**src/rtl/control_sequencer_pkg.sv**
```systemverilog
// Shared encodings, control-word layout and lookup helpers for the hardwired
// control sequencer that drives the ALUSystem control bundle.
package cu_pkg;

    typedef enum logic [1:0] {
        T0 = 2'd0,
        T1 = 2'd1,
        T2 = 2'd2,
        T3 = 2'd3
    } seq_state_e;

    localparam logic [3:0] OP_AND  = 4'h0;
    localparam logic [3:0] OP_OR   = 4'h1;
    localparam logic [3:0] OP_NOT  = 4'h2;
    localparam logic [3:0] OP_ADD  = 4'h3;
    localparam logic [3:0] OP_SUB  = 4'h4;
    localparam logic [3:0] OP_LDI  = 4'h5;
    localparam logic [3:0] OP_BRA  = 4'h6;
    localparam logic [3:0] OP_BNE  = 4'h7;
    localparam logic [3:0] OP_INC  = 4'h8;
    localparam logic [3:0] OP_DEC  = 4'h9;
    localparam logic [3:0] OP_MOV  = 4'hA;
    localparam logic [3:0] OP_HALT = 4'hF;

    localparam logic [1:0] FUN_DEC   = 2'b00;
    localparam logic [1:0] FUN_INC   = 2'b01;
    localparam logic [1:0] FUN_LOAD  = 2'b10;
    localparam logic [1:0] FUN_CLEAR = 2'b11;

    localparam logic [1:0] IR_LOAD = 2'b10;

    localparam logic [3:0] ALU_PASS_A = 4'b0000;
    localparam logic [3:0] ALU_NOT_A  = 4'b0010;
    localparam logic [3:0] ALU_ADD    = 4'b0100;
    localparam logic [3:0] ALU_SUB    = 4'b0110;
    localparam logic [3:0] ALU_AND    = 4'b0111;
    localparam logic [3:0] ALU_OR     = 4'b1000;

    localparam logic [1:0] MUX_ALU  = 2'b00;
    localparam logic [1:0] MUX_MEM  = 2'b01;
    localparam logic [1:0] MUX_IMM  = 2'b10;
    localparam logic [1:0] MUX_ARFC = 2'b11;

    localparam logic [1:0] MUXC_RFA  = 2'b00;
    localparam logic [1:0] MUXC_ARFC = 2'b01;

    localparam logic [1:0] OUTD_PC = 2'b00;
    localparam logic [2:0] ARF_SEL_PC = 3'b011;

    typedef struct packed {
        logic [1:0] rfOutASel;
        logic [1:0] rfOutBSel;
        logic [1:0] rfFunSel;
        logic [3:0] rfRegSel;
        logic [3:0] aluFunSel;
        logic [1:0] arfOutCSel;
        logic [1:0] arfOutDSel;
        logic [1:0] arfFunSel;
        logic [2:0] arfRegSel;
        logic       irLH;
        logic       irEnable;
        logic [1:0] irFunsel;
        logic       memWR;
        logic       memCS;
        logic [1:0] muxASel;
        logic [1:0] muxBSel;
        logic [1:0] muxCSel;
    } ctrl_word_t;

    localparam ctrl_word_t IDLE_WORD = '{
        rfOutASel:  2'b00, rfOutBSel:  2'b00, rfFunSel:  2'b00, rfRegSel: 4'b1111,
        aluFunSel:  4'b0000,
        arfOutCSel: 2'b00, arfOutDSel: 2'b00, arfFunSel: 2'b00, arfRegSel: 3'b111,
        irLH: 1'b0, irEnable: 1'b0, irFunsel: 2'b00,
        memWR: 1'b0, memCS: 1'b1,
        muxASel: 2'b00, muxBSel: 2'b00, muxCSel: 2'b00
    };

    // Register index 0 is R1, which sits on the MSB of the active-low enable.
    function automatic logic [3:0] regSelLow(input logic [1:0] idx);
        case (idx)
            2'd0:    regSelLow = 4'b0111;
            2'd1:    regSelLow = 4'b1011;
            2'd2:    regSelLow = 4'b1101;
            2'd3:    regSelLow = 4'b1110;
            default: regSelLow = 4'b1111;
        endcase
    endfunction

    function automatic logic [3:0] aluOpFor(input logic [3:0] opcode);
        case (opcode)
            OP_AND:  aluOpFor = ALU_AND;
            OP_OR:   aluOpFor = ALU_OR;
            OP_ADD:  aluOpFor = ALU_ADD;
            OP_SUB:  aluOpFor = ALU_SUB;
            OP_NOT:  aluOpFor = ALU_NOT_A;
            default: aluOpFor = ALU_PASS_A;
        endcase
    endfunction

endpackage

```
**src/rtl/control_sequencer_if.sv**
```systemverilog
// ALUSystem control bundle: the sequencer drives the controls and reads back
// the instruction register and ALU flags.
interface control_sequencer_if;
    logic [15:0] IROut;
    logic [3:0]  ALUOutFlag;
    logic [1:0]  RF_OutASel;
    logic [1:0]  RF_OutBSel;
    logic [1:0]  RF_FunSel;
    logic [3:0]  RF_RegSel;
    logic [3:0]  ALU_FunSel;
    logic [1:0]  ARF_OutCSel;
    logic [1:0]  ARF_OutDSel;
    logic [1:0]  ARF_FunSel;
    logic [2:0]  ARF_RegSel;
    logic        IR_LH;
    logic        IR_Enable;
    logic [1:0]  IR_Funsel;
    logic        Mem_WR;
    logic        Mem_CS;
    logic [1:0]  MuxASel;
    logic [1:0]  MuxBSel;
    logic [1:0]  MuxCSel;

    modport master (
        input  IROut, ALUOutFlag,
        output RF_OutASel, RF_OutBSel, RF_FunSel, RF_RegSel, ALU_FunSel,
               ARF_OutCSel, ARF_OutDSel, ARF_FunSel, ARF_RegSel,
               IR_LH, IR_Enable, IR_Funsel, Mem_WR, Mem_CS,
               MuxASel, MuxBSel, MuxCSel
    );

    modport slave (
        output IROut, ALUOutFlag,
        input  RF_OutASel, RF_OutBSel, RF_FunSel, RF_RegSel, ALU_FunSel,
               ARF_OutCSel, ARF_OutDSel, ARF_FunSel, ARF_RegSel,
               IR_LH, IR_Enable, IR_Funsel, Mem_WR, Mem_CS,
               MuxASel, MuxBSel, MuxCSel
    );
endinterface

```
**src/rtl/control_sequencer_sequence_counter.sv**
```systemverilog
// Two-bit T-state counter: advances each cycle, returns to T0 on nextT0 and
// freezes on hold.
module sequence_counter
    import cu_pkg::*;
(
    input  logic       Clock,
    input  logic       Reset,
    input  logic       nextT0,
    input  logic       hold,
    output seq_state_e sc
);

    seq_state_e sc_r;

    // T-state register with synchronous reset to T0.
    always_ff @(posedge Clock) begin
        if (Reset) begin
            sc_r <= T0;
        end else if (hold) begin
            sc_r <= sc_r;
        end else if (nextT0) begin
            sc_r <= T0;
        end else begin
            sc_r <= seq_state_e'(sc_r + 2'd1);
        end
    end

    assign sc = sc_r;

endmodule

```
**src/rtl/control_sequencer.sv**
```systemverilog
// Hardwired fetch/decode/execute sequencer producing the ALUSystem control
// word each cycle from the T-state, IROut and the Z flag.
module control_sequencer
    import cu_pkg::*;
#(
    parameter bit RESET_CLEARS_RF = 1'b1
) (
    input  logic                 Clock,
    input  logic                 Reset,
    control_sequencer_if.master  bus,
    output logic [1:0]           SC,
    output logic                 Halted
);

    seq_state_e scState_s;
    ctrl_word_t ctrlWord_s;
    logic       nextT0_s;
    logic       hold_s;
    logic       haltNow_s;
    logic       halted_r;
    logic [3:0] opcode_s;
    logic [1:0] rd_s;
    logic [1:0] rs1_s;
    logic [1:0] rs2_s;

    assign opcode_s = bus.IROut[15:12];
    assign rd_s     = bus.IROut[11:10];
    assign rs1_s    = bus.IROut[9:8];
    assign rs2_s    = bus.IROut[7:6];

    sequence_counter u_seqCounter (
        .Clock  (Clock),
        .Reset  (Reset),
        .nextT0 (nextT0_s),
        .hold   (hold_s),
        .sc     (scState_s)
    );

    // Halt latch; only Reset leaves the halted state.
    always_ff @(posedge Clock) begin
        if (Reset) begin
            halted_r <= 1'b0;
        end else if (haltNow_s) begin
            halted_r <= 1'b1;
        end else begin
            halted_r <= halted_r;
        end
    end

    // Control word decode and next-T-state selection.
    always_comb begin
        ctrlWord_s = IDLE_WORD;
        nextT0_s   = 1'b0;
        hold_s     = 1'b0;
        haltNow_s  = 1'b0;
        if (Reset) begin
            ctrlWord_s.arfFunSel = FUN_CLEAR;
            ctrlWord_s.arfRegSel = 3'b000;
            ctrlWord_s.rfFunSel  = FUN_CLEAR;
            ctrlWord_s.rfRegSel  = RESET_CLEARS_RF ? 4'b0000 : 4'b1111;
        end else if (halted_r) begin
            hold_s = 1'b1;
        end else begin
            case (scState_s)
                T0, T1: begin
                    ctrlWord_s.memCS      = 1'b0;
                    ctrlWord_s.memWR      = 1'b0;
                    ctrlWord_s.arfOutDSel = OUTD_PC;
                    ctrlWord_s.irEnable   = 1'b1;
                    ctrlWord_s.irLH       = (scState_s == T1);
                    ctrlWord_s.irFunsel   = IR_LOAD;
                    ctrlWord_s.arfFunSel  = FUN_INC;
                    ctrlWord_s.arfRegSel  = ARF_SEL_PC;
                end
                T2: begin
                    nextT0_s = 1'b1;
                    case (opcode_s)
                        OP_AND, OP_OR, OP_ADD, OP_SUB, OP_NOT, OP_MOV, OP_INC, OP_DEC: begin
                            ctrlWord_s.rfOutASel = rs1_s;
                            ctrlWord_s.rfOutBSel = rs2_s;
                            ctrlWord_s.muxCSel   = MUXC_RFA;
                            ctrlWord_s.aluFunSel = aluOpFor(opcode_s);
                            ctrlWord_s.muxASel   = MUX_ALU;
                            ctrlWord_s.rfFunSel  = FUN_LOAD;
                            ctrlWord_s.rfRegSel  = regSelLow(rd_s);
                            // INC/DEC finish the +/-1 on Rd in T3.
                            nextT0_s = !((opcode_s == OP_INC) || (opcode_s == OP_DEC));
                        end
                        OP_LDI: begin
                            ctrlWord_s.muxASel  = MUX_IMM;
                            ctrlWord_s.rfFunSel = FUN_LOAD;
                            ctrlWord_s.rfRegSel = regSelLow(rd_s);
                        end
                        OP_BRA, OP_BNE: begin
                            if ((opcode_s == OP_BRA) || !bus.ALUOutFlag[3]) begin
                                ctrlWord_s.muxBSel   = MUX_IMM;
                                ctrlWord_s.arfFunSel = FUN_LOAD;
                                ctrlWord_s.arfRegSel = ARF_SEL_PC;
                            end else begin
                                ctrlWord_s = IDLE_WORD;
                            end
                        end
                        OP_HALT: begin
                            nextT0_s  = 1'b0;
                            hold_s    = 1'b1;
                            haltNow_s = 1'b1;
                        end
                        default: ctrlWord_s = IDLE_WORD;
                    endcase
                end
                T3: begin
                    ctrlWord_s.rfFunSel = (opcode_s == OP_DEC) ? FUN_DEC : FUN_INC;
                    ctrlWord_s.rfRegSel = regSelLow(rd_s);
                    nextT0_s            = 1'b1;
                end
                default: ctrlWord_s = IDLE_WORD;
            endcase
        end
    end

    assign bus.RF_OutASel  = ctrlWord_s.rfOutASel;
    assign bus.RF_OutBSel  = ctrlWord_s.rfOutBSel;
    assign bus.RF_FunSel   = ctrlWord_s.rfFunSel;
    assign bus.RF_RegSel   = ctrlWord_s.rfRegSel;
    assign bus.ALU_FunSel  = ctrlWord_s.aluFunSel;
    assign bus.ARF_OutCSel = ctrlWord_s.arfOutCSel;
    assign bus.ARF_OutDSel = ctrlWord_s.arfOutDSel;
    assign bus.ARF_FunSel  = ctrlWord_s.arfFunSel;
    assign bus.ARF_RegSel  = ctrlWord_s.arfRegSel;
    assign bus.IR_LH       = ctrlWord_s.irLH;
    assign bus.IR_Enable   = ctrlWord_s.irEnable;
    assign bus.IR_Funsel   = ctrlWord_s.irFunsel;
    assign bus.Mem_WR      = ctrlWord_s.memWR;
    assign bus.Mem_CS      = ctrlWord_s.memCS;
    assign bus.MuxASel     = ctrlWord_s.muxASel;
    assign bus.MuxBSel     = ctrlWord_s.muxBSel;
    assign bus.MuxCSel     = ctrlWord_s.muxCSel;

    assign SC     = scState_s;
    assign Halted = halted_r;

endmodule

```
**src/flat_wrapper.sv**
```systemverilog
// flat-port wrapper written by rule: the top's interface ports become plain ports
module control_sequencer_flat import cu_pkg::*;
#(
    parameter bit RESET_CLEARS_RF = 1'b1
)
  (Clock, Reset, SC, Halted, bus_IROut, bus_ALUOutFlag, bus_RF_OutASel, bus_RF_OutBSel, bus_RF_FunSel, bus_RF_RegSel, bus_ALU_FunSel, bus_ARF_OutCSel, bus_ARF_OutDSel, bus_ARF_FunSel, bus_ARF_RegSel, bus_IR_LH, bus_IR_Enable, bus_IR_Funsel, bus_Mem_WR, bus_Mem_CS, bus_MuxASel, bus_MuxBSel, bus_MuxCSel);
  control_sequencer_if bus_i ();
  input  logic Clock;
  input  logic Reset;
  output logic [1:0] SC;
  output logic Halted;
  input wire logic [$bits(bus_i.IROut)-1:0] bus_IROut;
  input wire logic [$bits(bus_i.ALUOutFlag)-1:0] bus_ALUOutFlag;
  output wire logic [$bits(bus_i.RF_OutASel)-1:0] bus_RF_OutASel;
  output wire logic [$bits(bus_i.RF_OutBSel)-1:0] bus_RF_OutBSel;
  output wire logic [$bits(bus_i.RF_FunSel)-1:0] bus_RF_FunSel;
  output wire logic [$bits(bus_i.RF_RegSel)-1:0] bus_RF_RegSel;
  output wire logic [$bits(bus_i.ALU_FunSel)-1:0] bus_ALU_FunSel;
  output wire logic [$bits(bus_i.ARF_OutCSel)-1:0] bus_ARF_OutCSel;
  output wire logic [$bits(bus_i.ARF_OutDSel)-1:0] bus_ARF_OutDSel;
  output wire logic [$bits(bus_i.ARF_FunSel)-1:0] bus_ARF_FunSel;
  output wire logic [$bits(bus_i.ARF_RegSel)-1:0] bus_ARF_RegSel;
  output wire logic [$bits(bus_i.IR_LH)-1:0] bus_IR_LH;
  output wire logic [$bits(bus_i.IR_Enable)-1:0] bus_IR_Enable;
  output wire logic [$bits(bus_i.IR_Funsel)-1:0] bus_IR_Funsel;
  output wire logic [$bits(bus_i.Mem_WR)-1:0] bus_Mem_WR;
  output wire logic [$bits(bus_i.Mem_CS)-1:0] bus_Mem_CS;
  output wire logic [$bits(bus_i.MuxASel)-1:0] bus_MuxASel;
  output wire logic [$bits(bus_i.MuxBSel)-1:0] bus_MuxBSel;
  output wire logic [$bits(bus_i.MuxCSel)-1:0] bus_MuxCSel;
  assign bus_i.IROut = bus_IROut;
  assign bus_i.ALUOutFlag = bus_ALUOutFlag;
  assign bus_RF_OutASel = bus_i.RF_OutASel;
  assign bus_RF_OutBSel = bus_i.RF_OutBSel;
  assign bus_RF_FunSel = bus_i.RF_FunSel;
  assign bus_RF_RegSel = bus_i.RF_RegSel;
  assign bus_ALU_FunSel = bus_i.ALU_FunSel;
  assign bus_ARF_OutCSel = bus_i.ARF_OutCSel;
  assign bus_ARF_OutDSel = bus_i.ARF_OutDSel;
  assign bus_ARF_FunSel = bus_i.ARF_FunSel;
  assign bus_ARF_RegSel = bus_i.ARF_RegSel;
  assign bus_IR_LH = bus_i.IR_LH;
  assign bus_IR_Enable = bus_i.IR_Enable;
  assign bus_IR_Funsel = bus_i.IR_Funsel;
  assign bus_Mem_WR = bus_i.Mem_WR;
  assign bus_Mem_CS = bus_i.Mem_CS;
  assign bus_MuxASel = bus_i.MuxASel;
  assign bus_MuxBSel = bus_i.MuxBSel;
  assign bus_MuxCSel = bus_i.MuxCSel;
  control_sequencer #(.RESET_CLEARS_RF(RESET_CLEARS_RF)) u_core (.Clock(Clock), .Reset(Reset), .bus(bus_i), .SC(SC), .Halted(Halted));
endmodule
```
**config.mk**
```make
export PLATFORM = sky130hd
export DESIGN_NAME = control_sequencer_flat
export DESIGN_NICKNAME = d
export VERILOG_FILES = /design/src/rtl/control_sequencer_pkg.sv /design/src/rtl/control_sequencer_if.sv /design/src/rtl/control_sequencer_sequence_counter.sv /design/src/rtl/control_sequencer.sv /design/src/flat_wrapper.sv
export SDC_FILE = /design/constraint.sdc
export NUM_CORES = 1
export LEC_CHECK = 0
export BUFFER_PORTS_ARGS = -buffer_cell sky130_fd_sc_hd__buf_2
export CAP_MARGIN = 20
export CORE_MARGIN = 10
export CORE_UTILIZATION = 25
export CTS_CLUSTER_DIAMETER = 40
export DETAILED_ROUTE_END_ITERATION = 6
export HOLD_SLACK_MARGIN = 0.15
export PLACE_DENSITY = 0.7
export SLEW_MARGIN = 25
export SYNTH_ARGS = -nofsm -noshare
export SYNTH_HDL_FRONTEND = slang
export SYNTH_HIERARCHICAL = 1
export SYNTH_SLANG_ARGS = --single-unit
```
**constraint.sdc**
```tcl
create_clock -name Clock -period 2.5 [get_ports Clock]
set_input_delay 0.5 -clock Clock [delete_from_list [all_inputs] [get_ports Clock]]
set_output_delay 0.5 -clock Clock [all_outputs]
set_load 0.01 [all_outputs]
```
==> qor.yml <==
clocking:
  clkTransAtPathRegs_ns: 0.04
  htree_levels: 1
  cts_buffers: 3
  cts_buffer_depth: 2
  worstSkewPairLatency_ns: 0.24
  cts.hold.buffers_added: 0
  clock_sinks: 3
  cts_tree: "done"
  cts_root_buffer: "clkbuf_4"
critical_path:
  critPathCaptureType: "output port"
  cp.required_ns: 2.00
  critPathMaxFanout: 10
  start_kind: "register"
  worstPathArrival_ns: 1.87
  timing_worst_setup_path_type: "reg -> out"
global_route:
  grt-ovfl-total: 0
  track_usage: 0.07932
  antenna_found_initial: 0
  grt_pass1_wl_um: 3415
  first_global_vias: 765
  grt_max_degree: 16
placement:
  place_ws_ns: 0.1704
  numPortBuffers: 40
  place.gp.congestion: 0.7675
  hpwl_um: 1756
pwr:
  p_clk_frac: 0.311
  seqPwrFrac: 0.206
  power_switching_share: 0.4088
  switching_power_uw: 115.7
  combPwrFrac: 0.484
  internal_power_uw: 167.3
  power_density_nw_per_um2: 340.7
  power_uw: 283.0
  ir_worst_vdd_mv: 0.2699
  p_leak_nw: 0.4071
logic_synthesis:
  postSynthAreaPerCell_um2: 7.265
  synth_edf_count: 0
  synth_top_area_cell: "buf_4"
  ys_seq_elements: 3
  synth_cell_type_count: 36
  syn_inst: 88
  ys_seq_area_frac: 0.09393
  yosys_warnings: 6
  async_flop_share: 0
  netlist_area_um2: 639.4
  synth_top_area_share: 0.1409
  netlist_top_cells_area: "buf_4 (14%), dfxtp_1 (9.4%), and2_1 (5.9%)"
  yosys_most_used_dff: "dfxtp_1"
hold_path:
  hold_class: "reg -> reg"
routing:
  drt_iter0_markers: 38
  first_pass_iters: 4
  antenna_left: 0
  routedWlPerCell_um: 13.79
  viasPerCell: 4.884
  wirelength_um: 2137
  vias: 757
  drc: 0
finish:
  drive_above_1_share: 0.4320
  area_delta_synth_final_pct: 29.94
  diodes: 0
  layout_common_cells: "buf_2 (40), conb_1 (10), and2_1 (6), o21ai_0 (6)"
  nets: 148
  layout_commonest_cell: "buf_2"
  final_util: 0.3384
sta:
  fmax_mhz: 422.7
  drv_slew: 0
  rsz0062_at_grt: "false"
  finalSetupViolations: 0
  finalCritPeriodShare: 0.9464
  timing.hold.ws_ns: 0.5899
  fin_tns_setup_ns: 0
  fin_skew_ns: 0.003006
  maxSlewHeadroom: 0.6410
  hold_viol: 0
  min_period_ns: 2.366
  worst_slew_pin_slew_ns: 0.5328
  fin_ws_ns: 0.1340
run_status:
  status: "finished, final reports clean"
job:
  drv_cap: 0
floorplanning:
  placementRows: 18
  initial_core_util: 0.2604
  core_um2: 2455
  die-width_um: 70.57
  ios: 60
  floorplan.die.height_um: 70.57
  die_area_um2: 4980
critical path, stage by stage, from the launching register on:
cell and delay [ns]:
dfxtp_1 0.39, or4b_1 0.58, or2_4 0.30, nor4b_4 0.20
buf_2 0.16
stage by stage:
step / std cells / instance area, um2
detailed placement: 151 / 797.0
global route: 155 / 830.8
finish: 155 / 830.8
global placement: 151 / 797.0
floorplan: 97 / 673.1
CTS: 155 / 823.3
timing repair:
action	4_1_cts	5_1_grt
gates resized for setup	0	2
setup buffers	0	0
endpoints found under the setup margin	0	1
flip-flops by register name, indices dropped and copies added, names as in the netlist:
| register | count |
|---|---|
| u_core/Halted | 1 |
| u_core/u_seqCounter/sc | 2 |
final timing paths:
path	startpoint	endpoint	slack, ns	depth (start not counted)
setup / recovery	u_core/u_seqCounter/sc[0]	bus_ALU_FunSel[3]	0.13	4
hold / removal	u_core/u_seqCounter/sc[0]	u_core/u_seqCounter/sc[0]	0.59	2
setup reg to reg	u_core/u_seqCounter/sc[0]	u_core/u_seqCounter/sc[1]	0.76	5
hold reg to reg	u_core/u_seqCounter/sc[0]	u_core/u_seqCounter/sc[0]	0.59	2
synth_stat cells (3+ instances only):
| cell type | n |
|---|---|
| buf_4 | 12 |
| a311oi_1 | 3 |
| a21oi_1 | 5 |
| dfxtp_1 | 3 |
| nor2b_1 | 5 |
| nor2_1 | 4 |
| a211oi_1 | 3 |
| and2_1 | 6 |
| o21ai_0 | 6 |
| clkbuf_1 | 3 |
| nand2_1 | 5 |
power by group through the flow:
stage               registers, mW  logic (mW)  clock network (mW)
floorplan                  0.0625      0.0954                   0
global placement           0.0586       0.132                   0
detailed placement         0.0593       0.135                   0
CTS                        0.0585       0.135              0.0904
global route               0.0590       0.152              0.0955
finish                     0.0582       0.137              0.0879
metal layers:
| layer | track usage | vias up | routed length [um] |
|---|---|---|---|
| met5 | 0 | - | 0 |
| met2 | 0.1327 | 40 | 990 |
| met4 | 0.01935 | 0 | 21 |
| met1 | 0.08648 | 345 | 911 |
| met3 | 0.04184 | 2 | 214 |
| li1 | - | 370 | - |
cell type report:
cell class	instances	area, um2
clock buffer	4	26.28
fill	269	1624
inverter	2	7.507
multi-input combinational	74	484.2
sequential	3	60.06
tap	30	37.54
timing repair buffer	42	215.2
logic make-up (layout without fill, tap and decap cells):
group	count (synthesis)	count (layout)	share of synthesized area
compound gates	25	25	0.2818
buf+inv	20	48	0.2133
flops	3	3	0.09394
other cells	1	10	0.005865
simple gates	39	39	0.4051
(Power assumes the default switching activity.)
